--- src/rtl/sync_fifo_param.sv ---
// Parametrised single-clock FIFO: registered occupancy and threshold flags,
// sticky overflow/underflow, and a standard or first-word-fall-through read port.
module sync_fifo_param #(
    parameter int WIDTH    = 8,
    parameter int DEPTH    = 8,
    parameter int AF_LEVEL = DEPTH - 1,
    parameter int AE_LEVEL = 1,
    parameter int FWFT     = 0
) (
    input  logic                     clk,
    input  logic                     rst,
    input  logic                     wr_en,
    input  logic [WIDTH-1:0]         data_in,
    input  logic                     rd_en,
    input  logic                     clr_err,
    output logic [WIDTH-1:0]         data_out,
    output logic                     full,
    output logic                     empty,
    output logic                     almost_full,
    output logic                     almost_empty,
    output logic [$clog2(DEPTH):0]   count,
    output logic                     overflow,
    output logic                     underflow
);

    localparam int AW = $clog2(DEPTH);
    localparam int CW = AW + 1;
    localparam logic [CW-1:0] ONE     = CW'(1);
    localparam logic [CW-1:0] DEPTH_C = CW'(DEPTH);
    localparam logic [CW-1:0] AF_C    = CW'(AF_LEVEL);
    localparam logic [CW-1:0] AE_C    = CW'(AE_LEVEL);

    logic [WIDTH-1:0] mem [DEPTH];
    logic [CW-1:0]    wr_ptr;
    logic [CW-1:0]    rd_ptr;
    logic [CW-1:0]    count_nxt;
    logic             wa;
    logic             ra;

    assign wa = wr_en && !full;
    assign ra = rd_en && !empty;

    always_comb begin
        count_nxt = count;
        if (wa && !ra)
            count_nxt = count + ONE;
        else if (ra && !wa)
            count_nxt = count - ONE;
    end

    // Flags are derived from the next count so they always agree with count.
    always_ff @(posedge clk) begin
        if (rst) begin
            wr_ptr       <= '0;
            rd_ptr       <= '0;
            count        <= '0;
            full         <= 1'b0;
            empty        <= 1'b1;
            almost_full  <= (AF_C == '0);
            almost_empty <= 1'b1;
            overflow     <= 1'b0;
            underflow    <= 1'b0;
        end else begin
            if (wa)
                wr_ptr <= wr_ptr + ONE;
            if (ra)
                rd_ptr <= rd_ptr + ONE;
            count        <= count_nxt;
            full         <= (count_nxt == DEPTH_C);
            empty        <= (count_nxt == '0);
            almost_full  <= (count_nxt >= AF_C);
            almost_empty <= (count_nxt <= AE_C);
            if (wr_en && full)
                overflow <= 1'b1;
            else if (clr_err)
                overflow <= 1'b0;
            if (rd_en && empty)
                underflow <= 1'b1;
            else if (clr_err)
                underflow <= 1'b0;
        end
    end

    always_ff @(posedge clk) begin
        if (wa && !rst)
            mem[wr_ptr[AW-1:0]] <= data_in;
    end

    generate
        if (FWFT != 0) begin : g_fwft
            assign data_out = mem[rd_ptr[AW-1:0]];
        end else begin : g_std
            always_ff @(posedge clk) begin
                if (rst)
                    data_out <= '0;
                else if (ra)
                    data_out <= mem[rd_ptr[AW-1:0]];
            end
        end
    endgenerate

endmodule

--- config.mk ---
export PLATFORM = sky130hd
export DESIGN_NAME = sync_fifo_param
export DESIGN_NICKNAME = d
export VERILOG_FILES = /design/src/rtl/sync_fifo_param.sv
export SDC_FILE = /design/constraint.sdc
export NUM_CORES = 1
export LEC_CHECK = 0
export CAP_MARGIN = 25
export CORE_UTILIZATION = 51
export DETAILED_ROUTE_END_ITERATION = 10
export GPL_ROUTABILITY_DRIVEN = 0
export PLACE_DENSITY = 0.87
export SYNTH_ARGS = -nofsm -noshare
export SYNTH_HDL_FRONTEND = slang
export SYNTH_SLANG_ARGS = --single-unit
--- constraint.sdc ---
create_clock -name clk -period 1.7 [get_ports clk]
set_clock_uncertainty 0.05 [all_clocks]
set_input_delay 0.34 -clock clk [delete_from_list [all_inputs] [get_ports clk]]
set_output_delay 0.34 -clock clk [all_outputs]
set_load 0.1 [all_outputs]
==> run metrics, run 1 <==
run status=complete, no violations; CTS H-Tree Depth=3; proportion of power drawn by combinational gates=36.0%; clock buffers created by TritonCTS=9; dominant register cell in the synthesized netlist=edfxtp_1; setup repair after global routing missed its margin=no; Initial DRC Count=131; Min-Delay Path Depth=3; Net count, final=288; Top delay family on crit path=flip-flops; via count of the first global-routing pass=2068; clock-pin transition on the worst setup and hold timing paths=0.10 ns; total of endpoints with negative setup slack in the final report=0; number of hold violations in the final report=0; net count after synthesis=229; Worst Setup Start Kind=flip-flop; switching pwr=0.00230 W; latest clock arrival within the worst-skew pair=0.36 ns; category of the worst setup path capture point=flip-flop; minimum setup slack in the final design=0.0584 ns; total leakage power=1.59 nW; Die Wd=85.3 µm; beginning of the worst register-to-register path=count[0]$_SDFF_PP0_; count of boundary I/O pins=31; commonest non-fill, non-tap cells in the layout=edfxtp_1 (64), buf_4 (28), nor2_1 (23); Setup Crit Path Kind=flip-flop to flip-flop; clock group share of total power=24.0%; Fillers=407; vias per cell=5.63; std cell rows=29; worst rel slew slack=76.3%; post-layout power=0.00665 W; total power density per cell area=1450 nW/µm²; sequential fraction of design power=40.0%; fraction of the cycle the final worst path needs=96.6%; Post-Place Worst Slack=-0.535 ns; Worst R2R End=almost_full$_SDFF_PP0_; flip-flop and latch count after synthesis=88; ant diodes=0; clock sink count=88; final-layout worst hold slack=0.401 ns; effective utilization at floorplan=54.2%; sequential-to-total area share from yosys stat=67.9%; transition at the pin with the smallest max-transition slack=0.353 ns; Vias=1988; standard cell core area=6530 µm²; residual DRC count=0; global-route congestion overflow total=0; Cell Count, Final, Fillers Out=353; maximum frequency from static timing analysis=609 MHz; proportion of synthesized flip-flops having asynchronous set or reset=0%; Post-DP Area=4340 µm²; summed instance area of the synthesized netlist=3540 µm²; DP Wirelength=4580 µm; Avg Synthesized Cell Area=16.7 µm²; chain of cells forming the critical path=inv_4 > ha_4 > mux2i_4 > mux2i_4 > or3_1 > o22ai_2; Die Y=85.3 µm; VDD IR-drop max=0.000834 V; Final Cell Area=4590 µm²; share of final-layout standard cells stronger than drive strength 1=38.8%; floorplan die area=7280 µm²; CP Max Fanout=5; layout overhead on the synthesized area=29.8%; CP Data Arrival Time=1.88 ns; Global Route Usage Sum=20.0%; cell count after placement=337; routed length per placed instance=18.3 µm; hold path startpoint=wr_en; count of cells along the worst register-to-register path=6; master of the slowest instance on the critical path=dfxtp_4; Port Buf Inserts=30; commonest non-fill, non-tap cell in the layout=edfxtp_1; post-synthesis cell type count=39; global-route wire length before repair=10600 µm; Cells after Synth=212; register-to-register path setup slack=0.06 ns; pin count of the biggest net entering global routing=20; required time of the worst setup path=1.94 ns; CTS tree=built; type of the tightest min-delay check=input port to flip-flop; count of yosys warnings during synthesis=0; switch share=34.5%; cell seen most often among critical-path stages=mux2i_4; total buffers and inverters traversed by the critical path=1; cell chosen for the clock root=clkbuf_8; maximum buffer depth of the clock tree=2; final wirelength=6450 µm; drt first pass iters=4; time the final worst path needs with I/O delays and setup=1.64 ns; internal power=0.00436 W; number of antenna violations at the first check in global routing=0; max-cap violations=0; largest stage delay on the critical path=0.41 ns; Post-CTS Setup Inserts=0; remaining antenna violation count=0; number of pins with negative max-slew slack in the final report=0; sink of the worst hold path=overflow$_SDFFE_PP0P_; Post-synth EDFFs=64
-- flip-flops by register name, summed over array words and instances (netlist names) --
register	cells
almost_empty	1
rd_ptr	3
data_out	8
full	1
underflow	1
empty	1
overflow	1
count	4
mem	64
almost_full	1
wr_ptr	3
-- synth_stat cells (3+ instances only) --
library cell,n,area [µm²]
dfxtp_1,24,480
inv_1,3,11.3
buf_6,3,33.8
edfxtp_1,64,1920
nand2_1,10,37.5
nor3_1,5,25.0
mux4_2,16,360
a211oi_1,8,60.1
nand3_1,3,15.0
buf_2,4,20.0
ha_1,4,50.1
mux2i_1,8,80.1
nor2_1,25,93.8
-- power by group through the flow --
| stage | Combinational, W | Sequential (W) | Clock (W) |
|---|---|---|---|
| 2_1_floorplan | 0.000858 | 0.00339 | 0 |
| 3_3_place_gp | 0.00233 | 0.00269 | 0 |
| 3_5_place_dp | 0.00238 | 0.00270 | 0 |
| 5_1_grt | 0.00251 | 0.00269 | 0.00173 |
| 4_1_cts | 0.00239 | 0.00266 | 0.00163 |
| 6_report | 0.00240 | 0.00266 | 0.00160 |
-- worst reg2reg max path, delay by kind of cell (launching register included) --
family          cells  cell delay [ns]
mux                 2             0.27
buf+inv             1             0.06
simple gates        1             0.38
flops               1             0.41
fa+ha+maj           1             0.25
compound gates      1             0.15
-- worst max path at each step --
stage	from	to	cells past startpoint
2_1_floorplan	full$_SDFF_PP0_	almost_full$_SDFF_PP0_	6
3_3_place_gp	wr_en	mem[4][2]$_DFFE_PP_	6
3_5_place_dp	wr_en	mem[5][2]$_DFFE_PP_	6
4_1_cts	full$_SDFF_PP0_	almost_full$_SDFF_PP0_	5
5_1_grt	rd_ptr[0]$_SDFFE_PP0P_	data_out[5]$_SDFFE_PP0P_	4
6_report	count[0]$_SDFF_PP0_	almost_full$_SDFF_PP0_	6
-- through the flow --
step,setup TNS [ns],utilization [%]
3_3_place_gp,-25.22,66.4
3_5_place_dp,-28.51,66.4
6_report,0,70.3
5_1_grt,0,70.3
4_1_cts,0,70.1
2_1_floorplan,-0.0656,-
-- routing by layer --
metal / track usage, % / share of wire [%] / up-vias
met4: 5.00 / 0.53 / 0
met1: 25.0 / 41 / 1002
li1: - / - / 925
met5: 0 / 0 / -
met2: 34.8 / 54 / 57
met3: 5.35 / 4.4 / 4
-- final cells by class --
class | count | area, µm² | share of cell area (%)
repair buffers | 60 | 729 | 15.9
clock inverters | 7 | 106 | 2.32
flip-flops and latches | 88 | 2420 | 52.7
multi-input cells | 109 | 1100 | 24.0
clock buffers | 9 | 124 | 2.70
well taps | 77 | 96.3 | 2.10
inverters | 3 | 16.3 | 0.354
-- kinds of logic (layout without fill, tap and decap cells) --
| logic type | after synthesis | count (layout) | share of synthesized area (%) |
|---|---|---|---|
| AO/OA/AOI/OAI | 18 | 18 | 4.38 |
| XOR/XNOR | 7 | 7 | 2.37 |
| adder cells (fa/ha/maj) | 4 | 4 | 1.41 |
| buffers and inverters | 15 | 79 | 2.76 |
| flip-flops | 88 | 88 | 67.9 |
| multiplexers | 27 | 27 | 14.1 |
| AND/OR/NAND/NOR | 53 | 53 | 7.04 |
-- what timing repair did --
item,CTS,global route
setup endpoints to repair,39,4
resized for setup,5,4
hold buffers,0,0
Note: power is estimated with default switching activity, not from simulation.
==> run 2: changes to the inputs <==
- MAX_ROUTING_LAYER: default -> met4
- SKIP_CTS_REPAIR_TIMING: default -> 1
==> run metrics, run 2 (same netlist as run 1, synthesis figures left out) <==
run status=complete, no violations (unchanged); transition at the pin with the smallest max-transition slack=0.359 ns (was 0.353 ns); residual DRC count=0 (unchanged); commonest non-fill, non-tap cells in the layout=edfxtp_1 (64), buf_4 (28), nor2_1 (23) (unchanged); switching pwr=0.00230 W (about the same); final-layout worst hold slack=0.294 ns (was 0.401 ns); number of pins with negative max-slew slack in the final report=0 (unchanged); max-cap violations=0 (unchanged); clock sink count=88 (unchanged); number of antenna violations at the first check in global routing=0 (unchanged); DP Wirelength=4580 µm (unchanged); clock group share of total power=24.1% (was 24.0%); Die Y=85.3 µm (unchanged); layout overhead on the synthesized area=30.0% (was 29.8%); number of hold violations in the final report=0 (unchanged); category of the worst setup path capture point=flip-flop (unchanged); Global Route Usage Sum=20.5% (was 20.0%); pin count of the biggest net entering global routing=20 (unchanged); required time of the worst setup path=1.95 ns (was 1.94 ns); hold path startpoint=wr_en (unchanged); sequential fraction of design power=40.0% (about the same); maximum buffer depth of the clock tree=2 (unchanged); cell count after placement=337 (unchanged); type of the tightest min-delay check=input port to flip-flop (unchanged); VDD IR-drop max=0.000834 V (about the same); effective utilization at floorplan=54.2% (unchanged); ant diodes=0 (unchanged); time the final worst path needs with I/O delays and setup=1.68 ns (was 1.64 ns); routed length per placed instance=18.3 µm (about the same); proportion of power drawn by combinational gates=36.0% (about the same); switch share=34.6% (was 34.5%); worst rel slew slack=75.9% (was 76.3%); drt first pass iters=4 (unchanged); Die Wd=85.3 µm (unchanged); std cell rows=29 (unchanged); Vias=1990 (was 1988); post-layout power=0.00665 W (about the same); Cell Count, Final, Fillers Out=354 (was 353); final wirelength=6480 µm (was 6450 µm); latest clock arrival within the worst-skew pair=0.36 ns (about the same); Initial DRC Count=129 (was 131); global-route congestion overflow total=0 (unchanged); vias per cell=5.62 (was 5.63); Port Buf Inserts=30 (unchanged); CP startpoint=rd_en (was count[0]$_SDFF_PP0_); count of boundary I/O pins=31 (unchanged); max reg flops=64 (unchanged); clock-pin transition on the worst setup and hold timing paths=0.10 ns (about the same); commonest non-fill, non-tap cell in the layout=edfxtp_1 (unchanged); fraction of the cycle the final worst path needs=98.8% (was 96.6%); Worst Setup Start Kind=input port (was flip-flop); remaining antenna violation count=0 (unchanged); total of endpoints with negative setup slack in the final report=0 (unchanged); total leakage power=1.59 nW (about the same); CP Max Fanout=5 (unchanged); floorplan die area=7280 µm² (unchanged); global-route wire length before repair=10600 µm (about the same); Net count, final=289 (was 288); via count of the first global-routing pass=2067 (was 2068); CTS tree=built (unchanged); standard cell core area=6530 µm² (unchanged); total power density per cell area=1450 nW/µm² (about the same); maximum frequency from static timing analysis=595 MHz (was 609 MHz); CP Data Arrival Time=1.93 ns (was 1.88 ns); share of final-layout standard cells stronger than drive strength 1=39.0% (was 38.8%); Setup Crit Path Kind=input port to flip-flop (was flip-flop to flip-flop); cell chosen for the clock root=clkbuf_8 (unchanged); internal power=0.00435 W (was 0.00436 W); CTS H-Tree Depth=3 (unchanged); beginning of the worst register-to-register path=count[0]$_SDFF_PP0_ (unchanged); clock buffers created by TritonCTS=9 (unchanged)
run 2: area by class of cell:
cell class / count / area [µm²]
tap: 77 / 96.3
clock inverter: 7 / 106
inverter: 3 / 16.3
sequential: 88 / 2420
timing repair buffer: 61 / 744
clock buffer: 9 / 124
multi-input combinational: 109 / 1090
fill: 404 / 1930
run 2: per-layer routing:
metal	up-vias	wire length [µm]	track usage (%)
li1	928	-	-
met1	998	2750	25.0
met2	56	3430	34.5
met3	8	257	5.25
met4	0	51	5.00
met5	-	0	-
run 2: worst paths after layout:
path	slack, ns	cells after the start	end
setup / recovery	0.02	7	empty$_SDFF_PP1_
hold / removal	0.29	3	overflow$_SDFFE_PP0P_
setup reg to reg	0.06	6	almost_full$_SDFF_PP0_
hold reg to reg	0.49	2	data_out[2]$_SDFFE_PP0P_
run 2: power by group through the flow:
| stage | registers (W) | logic [W] | clock network, W |
|---|---|---|---|
| final | 0.00266 | 0.00239 | 0.00160 |
| after global placement | 0.00269 | 0.00233 | 0 |
| after CTS | 0.00265 | 0.00239 | 0.00163 |
| after detailed placement | 0.00270 | 0.00238 | 0 |
| after floorplan | 0.00339 | 0.000858 | 0 |
| after global routing | 0.00268 | 0.00251 | 0.00173 |
run 2: worst max-delay path, stage by stage:
cell and delay [ns]:
clkdlybuf4s50_1 0.50, buf_4 0.13, nand2b_2 0.12, nand2_1 0.15, a2bb2oi_4 0.16, xor2_2 0.31
a41o_1 0.21
run 2: metrics by stage:
stage	instance area, µm²	utilization (%)	setup TNS (ns)	setup WS (ns)
after floorplan	3590	-	-0.0656	-0.0337
after global placement	4340	66.4	-25.22	-0.497
after detailed placement	4340	66.4	-28.51	-0.535
after CTS	4570	69.9	-4.88	-0.178
after global routing	4600	70.4	-0.0345	-0.0178
final	4600	70.4	0	0.0206
==> run 3: changes to the inputs <==
- MAX_ROUTING_LAYER: met4 -> default
- SLEW_MARGIN: default -> 20
==> run metrics, run 3 (same netlist as run 1, synthesis figures left out) <==
Setup Crit Path Kind=input port to flip-flop (unchanged); VDD IR-drop max=0.000833 V (was 0.000834 V); time the final worst path needs with I/O delays and setup=1.68 ns (about the same); Post-Place Worst Slack=-0.535 ns (unchanged); Fillers=404 (unchanged); number of pins with negative max-slew slack in the final report=0 (unchanged); wire length on met3=286 µm (was 257 µm); Worst Setup Start Kind=input port (unchanged); floorplan die area=7280 µm² (unchanged); maximum frequency from static timing analysis=595 MHz (about the same); commonest non-fill, non-tap cell in the layout=edfxtp_1 (unchanged); global-route wire length before repair=10500 µm (was 10600 µm); clock buffers created by TritonCTS=9 (unchanged); final wirelength=6460 µm (was 6480 µm); layout overhead on the synthesized area=30.0% (unchanged); Post-DP Area=4340 µm² (unchanged); top layer reached by signal wires=met4 (unchanged); routed length on met1=2690 µm (was 2750 µm); max-cap violations=0 (unchanged); Initial DRC Count=136 (was 129); total of endpoints with negative setup slack in the final report=0 (unchanged); total leakage power=1.59 nW (unchanged); Die Y=85.3 µm (unchanged); Final Cell Area=4600 µm² (unchanged); met2 WL post-DR=3450 µm (was 3430 µm); remaining antenna violation count=0 (unchanged); Net count, final=289 (unchanged); commonest non-fill, non-tap cells in the layout=edfxtp_1 (64), buf_4 (28), nor2_1 (23) (unchanged); DP Wirelength=4580 µm (unchanged); vias per cell=5.62 (unchanged); category of the worst setup path capture point=flip-flop (unchanged); pin count of the biggest net entering global routing=20 (unchanged); transition at the pin with the smallest max-transition slack=0.359 ns (unchanged); global-route congestion overflow total=0 (unchanged); fraction of the cycle the final worst path needs=98.8% (about the same); via count of the first global-routing pass=2067 (unchanged); effective utilization at floorplan=54.2% (unchanged); drt first pass iters=4 (unchanged); clock-pin transition on the worst setup and hold timing paths=0.10 ns (about the same); CP Max Fanout=5 (unchanged); run status=complete, no violations (unchanged); number of antenna violations at the first check in global routing=0 (unchanged); share of final-layout standard cells stronger than drive strength 1=39.0% (unchanged); maximum buffer depth of the clock tree=2 (unchanged); Die Wd=85.3 µm (unchanged); CTS tree=built (unchanged); worst rel slew slack=75.9% (unchanged); minimum setup slack in the final design=0.0199 ns (was 0.0206 ns); required time of the worst setup path=1.95 ns (about the same); total power density per cell area=1450 nW/µm² (about the same); routed length per placed instance=18.3 µm (about the same); clock sink count=88 (unchanged); latest clock arrival within the worst-skew pair=0.36 ns (about the same); chain of cells forming the critical path=clkdlybuf4s50_1 > buf_4 > nand2b_2 > nand2_1 > a2bb2oi_4 > xor2_2 > a41o_1 (unchanged); Vias=1990 (unchanged); CTS H-Tree Depth=3 (unchanged); largest stage delay on the critical path=0.50 ns (about the same); residual DRC count=0 (unchanged); ant diodes=0 (unchanged); max reg flops=64 (unchanged); standard cell core area=6530 µm² (unchanged); Port Buf Inserts=30 (unchanged); std cell rows=29 (unchanged); count of boundary I/O pins=31 (unchanged); CP Data Arrival Time=1.93 ns (about the same); cell chosen for the clock root=clkbuf_8 (unchanged); Global Route Usage Sum=19.9% (was 20.5%); number of hold violations in the final report=0 (unchanged); type of the tightest min-delay check=input port to flip-flop (unchanged); master of the slowest instance on the critical path=clkdlybuf4s50_1 (unchanged)
## run 3: cell counts in the layout (fill, tap and decap cells not counted)
No cell type changed its count.
## run 3: routing by layer
layer  up-vias  track usage (%)
met3         6             5.35
met5         -                0
met2        63             34.5
met4         0             5.00
li1        929                -
met1       992             25.0
## run 3: final cells by class
class | count | area, µm² | area share [%]
Tap cell | 77 | 96.3 | 2.10
Inverter | 3 | 16.3 | 0.354
Sequential cell | 88 | 2420 | 52.6
Clock buffer | 9 | 124 | 2.69
Multi-Input combinational cell | 109 | 1090 | 23.8
Clock inverter | 7 | 106 | 2.31
Timing Repair Buffer | 61 | 744 | 16.2
## run 3: final timing paths
path / start / endpoint / slack (ns) / depth (start not counted)
setup / recovery: rd_en / empty$_SDFF_PP1_ / 0.02 / 7
hold / removal: wr_en / overflow$_SDFFE_PP0P_ / 0.30 / 3
setup reg to reg: count[0]$_SDFF_PP0_ / almost_full$_SDFF_PP0_ / 0.06 / 6
hold reg to reg: data_out[2]$_SDFFE_PP0P_ / data_out[2]$_SDFFE_PP0P_ / 0.49 / 2
## run 3: worst max-delay path: cells and delay by family
kind	cells	cell delay [ns]
XOR/XNOR	1	0.31
AO/OA/AOI/OAI	2	0.37
AND/OR/NAND/NOR	2	0.27
buffers and inverters	2	0.63
## run 3: stage by stage
stage / TNS (ns) / hold WS [ns] / utilization (%) / total power, W / instances
6_report: 0 / 0.296 / 70.4 / 0.00665 / 354
5_1_grt: -0.0346 / 0.332 / 70.4 / 0.00692 / 354
4_1_cts: -4.88 / 0.495 / 69.9 / 0.00668 / 353
3_5_place_dp: -28.51 / 0.483 / 66.4 / 0.00508 / 337
3_3_place_gp: -25.22 / 0.449 / 66.4 / 0.00502 / 337
2_1_floorplan: -0.0656 / 0.389 / - / 0.00424 / 212
## run 3: where the power goes
part | switching [W] | total (W) | internal (W)
Combinational | 0.00136 | 0.00239 | 0.00103
Clock | 0.000753 | 0.00160 | 0.000845
Sequential | 0.000181 | 0.00266 | 0.00248
Total | 0.00229 | 0.00665 | 0.00435
